**src/rtl/fetch_stage.sv**
```systemverilog
// Instruction fetch stage. It issues word-aligned requests to instruction
// memory under a credit limit, tracks in-order responses, buffers the
// returned instructions for decode, and squashes stale traffic on a redirect.
module fetch_stage #(
  parameter logic [31:0] RESET_PC = 32'h0000_0000,
  parameter int unsigned MAX_OUT  = 2
) (
  input  logic        clk,
  input  logic        rst,
  output logic        imem_req,
  output logic [31:0] imem_addr,
  input  logic        imem_ready,
  input  logic        imem_rvalid,
  input  logic [31:0] imem_rdata,
  input  logic        redirect_valid,
  input  logic [31:0] redirect_pc,
  output logic        id_valid,
  input  logic        id_ready,
  output logic [31:0] id_instr,
  output logic [31:0] id_pc
);

  localparam int CW = $clog2(MAX_OUT + 1);
  localparam int PW = (MAX_OUT > 1) ? $clog2(MAX_OUT) : 1;

  // Control state
  logic [31:0]   fetch_pc_q, fetch_pc_d;
  logic [PW-1:0] pcq_wr_q, pcq_wr_d, pcq_rd_q, pcq_rd_d;
  logic [CW-1:0] pcq_cnt_q, pcq_cnt_d;
  logic [CW-1:0] drop_q, drop_d;
  logic [PW-1:0] fifo_wr_q, fifo_wr_d, fifo_rd_q, fifo_rd_d;
  logic [CW-1:0] fifo_cnt_q, fifo_cnt_d;

  // Data storage (no reset; validity is tracked by the counters above)
  logic [31:0] pcq_mem_q    [MAX_OUT];
  logic [31:0] fifo_pc_q    [MAX_OUT];
  logic [31:0] fifo_instr_q [MAX_OUT];

  logic [CW+1:0] in_flight;
  logic          credit_ok;
  logic          req_fire;
  logic          resp_keep;
  logic          resp_drop;
  logic          id_fire;
  logic [CW-1:0] redir_drop_sum;
  logic          unused_redir_lsb;

  // Circular pointer advance that wraps at MAX_OUT entries
  function automatic logic [PW-1:0] ptr_inc(input logic [PW-1:0] p);
    if (p == PW'(MAX_OUT - 1)) return '0;
    return p + PW'(1);
  endfunction

  // Low redirect bits are forced to zero, so they are intentionally ignored
  assign unused_redir_lsb = ^redirect_pc[1:0];

  // Dropped-pending responses still occupy memory-side slots, so they count as credit
  assign in_flight = (CW+2)'(pcq_cnt_q) + (CW+2)'(drop_q) + (CW+2)'(fifo_cnt_q);
  assign credit_ok = in_flight < (CW+2)'(MAX_OUT);

  assign imem_req  = !rst && !redirect_valid && credit_ok;
  assign imem_addr = fetch_pc_q;
  assign id_valid  = !rst && !redirect_valid && (fifo_cnt_q != '0);
  assign id_instr  = fifo_instr_q[fifo_rd_q];
  assign id_pc     = fifo_pc_q[fifo_rd_q];

  assign req_fire  = imem_req && imem_ready;
  assign resp_keep = imem_rvalid && (drop_q == '0) && !redirect_valid;
  assign resp_drop = imem_rvalid && (drop_q != '0) && !redirect_valid;
  assign id_fire   = id_valid && id_ready;

  // A response in the redirect cycle is itself squashed, so it is not added to the drop count
  assign redir_drop_sum = drop_q + pcq_cnt_q;

  // Next-state for fetch PC, PC queue, drop counter and instruction FIFO
  always_comb begin
    fetch_pc_d = fetch_pc_q;
    pcq_wr_d   = pcq_wr_q;
    pcq_rd_d   = pcq_rd_q;
    pcq_cnt_d  = pcq_cnt_q;
    drop_d     = drop_q;
    fifo_wr_d  = fifo_wr_q;
    fifo_rd_d  = fifo_rd_q;
    fifo_cnt_d = fifo_cnt_q;
    if (redirect_valid) begin
      fetch_pc_d = {redirect_pc[31:2], 2'b00};
      pcq_wr_d   = '0;
      pcq_rd_d   = '0;
      pcq_cnt_d  = '0;
      fifo_wr_d  = '0;
      fifo_rd_d  = '0;
      fifo_cnt_d = '0;
      if (imem_rvalid && (redir_drop_sum != '0)) drop_d = redir_drop_sum - CW'(1);
      else                                       drop_d = redir_drop_sum;
    end else begin
      if (req_fire) begin
        fetch_pc_d = fetch_pc_q + 32'd4;
        pcq_wr_d   = ptr_inc(pcq_wr_q);
      end
      if (resp_keep) begin
        pcq_rd_d  = ptr_inc(pcq_rd_q);
        fifo_wr_d = ptr_inc(fifo_wr_q);
      end
      if (resp_drop) drop_d = drop_q - CW'(1);
      if (id_fire) fifo_rd_d = ptr_inc(fifo_rd_q);
      pcq_cnt_d  = pcq_cnt_q + CW'(req_fire) - CW'(resp_keep);
      fifo_cnt_d = fifo_cnt_q + CW'(resp_keep) - CW'(id_fire);
    end
  end

  // Control registers, cleared immediately on reset
  always_ff @(posedge clk or posedge rst) begin
    if (rst) begin
      fetch_pc_q <= RESET_PC;
      pcq_wr_q   <= '0;
      pcq_rd_q   <= '0;
      pcq_cnt_q  <= '0;
      drop_q     <= '0;
      fifo_wr_q  <= '0;
      fifo_rd_q  <= '0;
      fifo_cnt_q <= '0;
    end else begin
      fetch_pc_q <= fetch_pc_d;
      pcq_wr_q   <= pcq_wr_d;
      pcq_rd_q   <= pcq_rd_d;
      pcq_cnt_q  <= pcq_cnt_d;
      drop_q     <= drop_d;
      fifo_wr_q  <= fifo_wr_d;
      fifo_rd_q  <= fifo_rd_d;
      fifo_cnt_q <= fifo_cnt_d;
    end
  end

  // Storage writes: record issued PCs and capture kept responses with their PC
  always_ff @(posedge clk) begin
    if (req_fire) pcq_mem_q[pcq_wr_q] <= fetch_pc_q;
    if (resp_keep) begin
      fifo_pc_q[fifo_wr_q]    <= pcq_mem_q[pcq_rd_q];
      fifo_instr_q[fifo_wr_q] <= imem_rdata;
    end
  end

endmodule

```
**config.mk**
```make
export PLATFORM = sky130hd
export DESIGN_NAME = fetch_stage
export DESIGN_NICKNAME = d
export VERILOG_FILES = /design/src/rtl/fetch_stage.sv
export SDC_FILE = /design/constraint.sdc
export NUM_CORES = 1
export LEC_CHECK = 0
export ABC_CLOCK_PERIOD_IN_PS = 5100
export BUFFER_PORTS_ARGS = -buffer_cell sky130_fd_sc_hd__buf_2
export CORE_ASPECT_RATIO = 1.2
export CORE_MARGIN = 3
export CORE_UTILIZATION = 40
export DETAILED_ROUTE_END_ITERATION = 10
export MAX_ROUTING_LAYER = met4
export PLACE_DENSITY = 0.69
export SLEW_MARGIN = 10
export SYNTH_ARGS = -nofsm -noshare
export SYNTH_HDL_FRONTEND = slang
export SYNTH_SLANG_ARGS = --single-unit
```
**constraint.sdc**
```tcl
create_clock -name clk -period 5.1 [get_ports clk]
set_input_delay 0 -clock clk [delete_from_list [all_inputs] [get_ports clk]]
set_output_delay 0 -clock clk [all_outputs]
set_load 0.01 [all_outputs]
```
# --- After elaboration in Yosys (flattened, before gate mapping) ---
# Memories as Yosys holds them, arrays and structs flattened.
# Index checks and enable logic that the tools add are counted.
totals:
  mem_bits_rw: 192
  input_bits: 70
  reg_bits: 42
  mem_count: 3
  output_inout_bits: 98
  word_cells: 85
op_classes:
  magnitude_cmp: 1
  add_sub_neg: 14
  n_mux: 39
  reduce_logical: 20
mem_list:
  columns: ["memory", "depth", "word_bits", "read_ports", "rd_ports_with_merged_regs", "wr", "line_no", "rtl"]
  rows:
  - ["fifo_instr_q", 2, 32, 1, 0, 1, "37", "logic [31:0] fifo_instr_q [MAX_OUT];"]
  - ["fifo_pc_q", 2, 32, 1, 0, 1, "36", "logic [31:0] fifo_pc_q [MAX_OUT];"]
  - ["pcq_mem_q", 2, 32, 1, 0, 1, "35", "logic [31:0] pcq_mem_q [MAX_OUT];"]
op_table:
  columns: ["cell", "n"]
  rows:
  - ["$mux 32", 2]
  - ["$add 32x3->32 const B", 1]
  - ["$mux 1", 32]
  - ["$reduce_bool 2->1", 7]
  - ["$logic_and 1x1->1", 10]
  - ["$mux 2", 5]
  - ["$add 1x1->1 const B", 4]
  - ["$add 2x1->2", 2]
  - ["$add 3x2->4", 1]
  - ["$lt 4x2->1 const B", 1]
  - ["$sub 2x1->2", 2]
  - ["$sub 2x1->2 const B", 2]
  - ["$add 2x2->3", 1]
  - ["$add 2x2->2", 1]
  - ["$logic_not 1->1", 2]
  - ["$logic_not 2->1", 1]

# --- Logic depth before layout (Yosys ltp) ---
depth:
  depth_word: 10
  ltp_mapped: 14
  depth_no_buf: 13

# --- Least setup slack after synthesis ---
# Ideal clock, no wire load.
synth_timing:
  kind: "reg-to-reg"
  from: "register drop_q[1]"
  to: "memory fifo_instr_q[0][0] (enable)"
  path_stages_with_launch: 5
  slack_ns: 1.258
  synth_period_minus_slack_ns: 3.842
  t_required_ns: 4.618
  arrival_ns: 3.360
  setup_time_ns: 0.482
  path_buffers: 0
  cell_sequence: "dfrtp_1 inv_1 ha_1 nand3_1 nor2_1"
synth_via:
  elab_chain_cells: 5
synth_rtl:
  columns: ["item", "line_no", "rtl"]
  rows:
  - ["start, declared", "30", "logic [CW-1:0] drop_q, drop_d;"]
  - ["start signal, assigned", "127", "drop_q <= drop_d;"]
  - ["$logic_not 2->1", "68", "assign resp_keep = imem_rvalid && (drop_q == '0) && !redirect_valid;"]
  - ["$logic_and 1x1->1 (2 in series)", "68", null]
  - ["$mux 1", "137", "if (resp_keep) begin"]
  - ["$mux 1 (implied by the code)", "139", "fifo_instr_q[fifo_wr_q] <= imem_rdata;"]
  - ["end, declared", "37", null]
# No other way between the ends.

# --- Worst setup path after layout ---
layout_timing:
  from: "register pcq_cnt_q[1]"
  to: "register pcq_cnt_q[1]"
layout_via:
  elab_chain_cells: 8
layout_rtl:
  columns: ["item", "line_no", "rtl"]
  rows:
  - ["start, declared", "29", "logic [CW-1:0] pcq_cnt_q, pcq_cnt_d;"]
  - ["start signal, assigned", "126", "pcq_cnt_q <= pcq_cnt_d;"]
  - ["$add 2x2->3", "58", "assign in_flight = (CW+2)'(pcq_cnt_q) + (CW+2)'(drop_q) + (CW+2)'(fifo_cnt_q);"]
  - ["$add 3x2->4", "58", null]
  - ["$lt 4x2->1", "59", "assign credit_ok = in_flight < (CW+2)'(MAX_OUT);"]
  - ["$logic_and 1x1->1", "61", "assign imem_req = !rst && !redirect_valid && credit_ok;"]
  - ["$logic_and 1x1->1", "67", "assign req_fire = imem_req && imem_ready;"]
  - ["$add 2x1->2 *", "106", "pcq_cnt_d = pcq_cnt_q + CW'(req_fire) - CW'(resp_keep);"]
  - ["$sub 2x1->2 *", "106", null]
  - ["$mux 2 *", "85", "if (redirect_valid) begin"]
  - ["via pcq_cnt_d[1]", "29", null]
# Mark *: on every way through the listed nets, which the timed path passes. The rest lies on a longest branch.
# A chain may end at the register's enable or synchronous reset.

==> summary.txt <==
Run status
  – Status: complete, no violations

Power and ir drop
  – Pwr Total: 4820 uW
  – Worst VDD drop: 0.256 mV
  – Switching share of power: 25.4%
  – Logic pwr share: 17.0%
  – PwrDens: 413 mW/mm2
  – Net switching power: 1230 uW
  – Leakage power: 0.00445 uW
  – Clock power frac: 34.4%
  – Sequential power share: 48.6%
  – P_int: 3600 uW

Yosys
  – Post-Synth Adder-Cell Area: 1.58%
  – Seq/Total Area, Yosys: 71.2%
  – Xor-xnor portion of the synthesized cell area: 1.43%
  – Synth Warn #: 0
  – Syn_area_per_cell: 16.0 um2
  – Number of flops mapped to enable cells by yosys: 184
  – Yosys cell types: 50
  – Syn Inst Count: 573
  – Top cell type's share of synthesized area: 60.3%
  – Post-synth design cell area: 0.00917 mm2
  – Post-synthesis mux area share: 12.1%
  – Synth top area cells: edfxtp_1, mux2_2, dfrtp_1
  – Synth Area in Simple Gates: 7.70%
  – FFs w/ async S/R, synth: 17.9%
  – Yosys top cell by area: edfxtp_1
  – Top_reg_cell synth: edfxtp_1
  – Largest family of logic cells by synthesized area: multiplexers
  – Post-synthesis compound-gate area fraction: 4.19%
  – #FFs+latches synth: 224

Timing
  – Final Cycle Share: 64.5%
  – Worst Clk Skew: 0.0104 ns
  – Slew Viols, Final: 0
  – Final setup margin: 1.81 ns
  – Worst hold slack: 0.0912 ns
  – Transition time of the tightest slew-check pin: 0.969 ns
  – Max-slew headroom: 34.9%
  – Final critical-path required period: 3.29 ns
  – Setup TNS: 0 ns
  – # setup viols final: 0
  – Max Freq: 304 MHz
  – RSZ-0062 raised after global routing: no
  – Fin. Hold Viols: 0

Route
  – Final ANT Viol Nets: 0
  – Routed vias/inst: 5.05
  – Remaining DRCs: 0
  – Vias: 5580
  – DRT iter0 DRCs: 201
  – Final WL: 19800 um
  – Avg WL per Cell: 17.9 um
  – DR pass1 iterations: 5

Clocking
  – Root Driver: clkbuf_16
  – Clk buf depth: 3
  – # H-tree levels: 1
  – # clock sinks: 224
  – Skew-Pair Late Insertion Delay: 0.50 ns
  – TritonCTS clock tree: done
  – Worst-path clk slew: 0.06 ns
  – Cts bufs inserted: 23

Critical path
  – Crit path capture type: flop
  – Crit path launch type: flop
  – CP Max Fanout: 27
  – Worst Path Class, Setup: reg -> reg
  – Worst Path Buf+Inv: 5
  – Crit path largest cell delay: 0.53 ns
  – CP required: 5.44 ns
  – CP max-delay cell: fa_1
  – Crit path DAT: 3.63 ns
  – CP Cell Sequence: inv_1, fa_1, inv_1, ha_1, nand4bb_1, nor2_2, buf_4, inv_2, ha_1, inv_1, ha_1, xnor2_1, xnor2_1, nor2_1
  – Largest delay contributor family on the critical path: adder cells

Die
  – Starting Density: 40.7%
  – Die ar.: 0.0248 mm2
  – Core box area: 0.0225 mm2
  – DIE HEIGHT: 172 um
  – Site Rows: 60
  – I/O pins: 168
  – Chip width: 144 um

GRT
  – Pin count of the biggest net entering global routing: 63
  – Antenna violations before repair: 0
  – Vias in the first global route: 5760
  – Overflow after GRT: 0
  – Global-route wire length before repair: 30400 um
  – Overall Global Routing Usage: 16.0%

Final layout
  – Layout cells sized above 1: 37.3%
  – Most common cell after layout, fill and taps aside: edfxtp_1
  – Commonest non-fill, non-tap cells in the layout: edfxtp_1, buf_2, mux2_2, dlygate4sd3_1, dfrtp_1
  – Ant diodes: 0
  – Area Overhead vs Synth: 27.4%
  – Final Net Count: 890

Placement
  – I/O Buffers: 161
  – Dpl ws: 1.81 ns
  – Placer Congestion: 0.803
  – Hpwl dp: 12500 um

Hold path
  – Worst hold path class: in -> reg

Run
  – Max-cap violations: 0
-- through the flow --
| step | util, % | cells | area (um2) |
|---|---|---|---|
| 6_report | 51.9 | 1104 | 11700 |
| 5_1_grt | 51.9 | 1104 | 11700 |
| 3_5_place_dp | 45.7 | 998 | 10300 |
| 4_1_cts | 51.9 | 1104 | 11700 |
| 2_1_floorplan | - | 576 | 9180 |
| 3_3_place_gp | 45.7 | 998 | 10300 |
-- worst reg2reg max path, delay by kind of cell, from the launching register on --
kind                       cells  cell delay, ns
xor gates and xnor gates       2            0.30
DFF                            1            0.35
buffers and inverters          5            0.67
adders and majority gates      4            1.36
and+or+nand+nor                3            0.47
-- sequential cells by signal (all words and copies together) (netlist names) --
register and count:
fifo_pc_q 60, pcq_cnt_q 2, drop_q 2, imem_addr 30
fifo_cnt_q 2, pcq_rd_q 1, fifo_wr_q 1, fifo_rd_q 1
pcq_mem_q 60, pcq_wr_q 1, fifo_instr_q 64
-- power by group through the flow --
stage               logic (uW)  clock network, uW  registers (uW)
floorplan                  522                  0            2360
global placement           777                  0            2370
detailed placement         791                  0            2380
CTS                        835               1700            2350
global route               918               1770            2370
finish                     821               1660            2350
-- cell families after synthesis --
kind of cell | Yosys count
compound gates | 56
xor+xnor | 15
fa+ha+maj | 11
buf+inv | 39
flops | 224
mux | 99
other cells | 1
simple gates | 128
-- path summary, 6_finish.rpt --
kind / startpoint / end / slack [ns] / cells past startpoint
max: pcq_cnt_q[1] / pcq_cnt_q[1] / 1.81 / 14
min: imem_ready / imem_addr[29] / 0.09 / 4
max reg2reg: pcq_cnt_q[1] / pcq_cnt_q[1] / 1.81 / 14
min reg2reg: pcq_rd_q / pcq_rd_q / 0.55 / 2
max in group asynchronous: rst / fifo_rd_q / 4.47 / 4
min in group asynchronous: rst / imem_addr[29] / 0.23 / 4
-- cell type report --
class,count,area [um2]
Sequential cell,224,6530
Fill cell,1882,10800
Inverter,14,52.6
Timing Repair Buffer,233,1510
Tap cell,279,349
Multi-Input combinational cell,313,2500
Clock buffer,30,612
Clock inverter,11,136
-- synth_stat cells (3+ instances only) --
cell type / instances
nand2b_1: 3
a21oi_1: 8
xnor2_1: 10
nand4_1: 12
dfrtp_1: 40
buf_4: 5
a21o_1: 4
and2_1: 8
mux2_2: 92
o211ai_1: 7
nor3_1: 5
nor2b_1: 3
inv_1: 13
nand2_1: 33
a221o_1: 5
ha_1: 10
and3_1: 6
o311ai_0: 7
nor2_1: 22
or3_1: 4
edfxtp_1: 184
clkbuf_1: 12
mux2i_1: 7
nand3_1: 15
buf_1: 6
o21ai_0: 15
xor2_1: 5
-- timing repair --
item                                   4_1_cts  5_1_grt
hold buffers                                65        0
endpoints found under the hold margin      138        0
setup endpoints to repair                    0        0
gates resized for setup                      0        0
buffers inserted                             0        0
-- metal layers --
metal  wire length [um]  share of wire [%]  track usage [%]  vias to the layer above
li1                   -                  -                -                     2658
met1               8090                 41             19.3                     2716
met2              10200                 52             28.2                      172
met3               1050                5.3             2.35                       34
met4                444                2.2             4.58                        0
met5                  0                  0                -                        -
(Power assumes the default switching activity.)
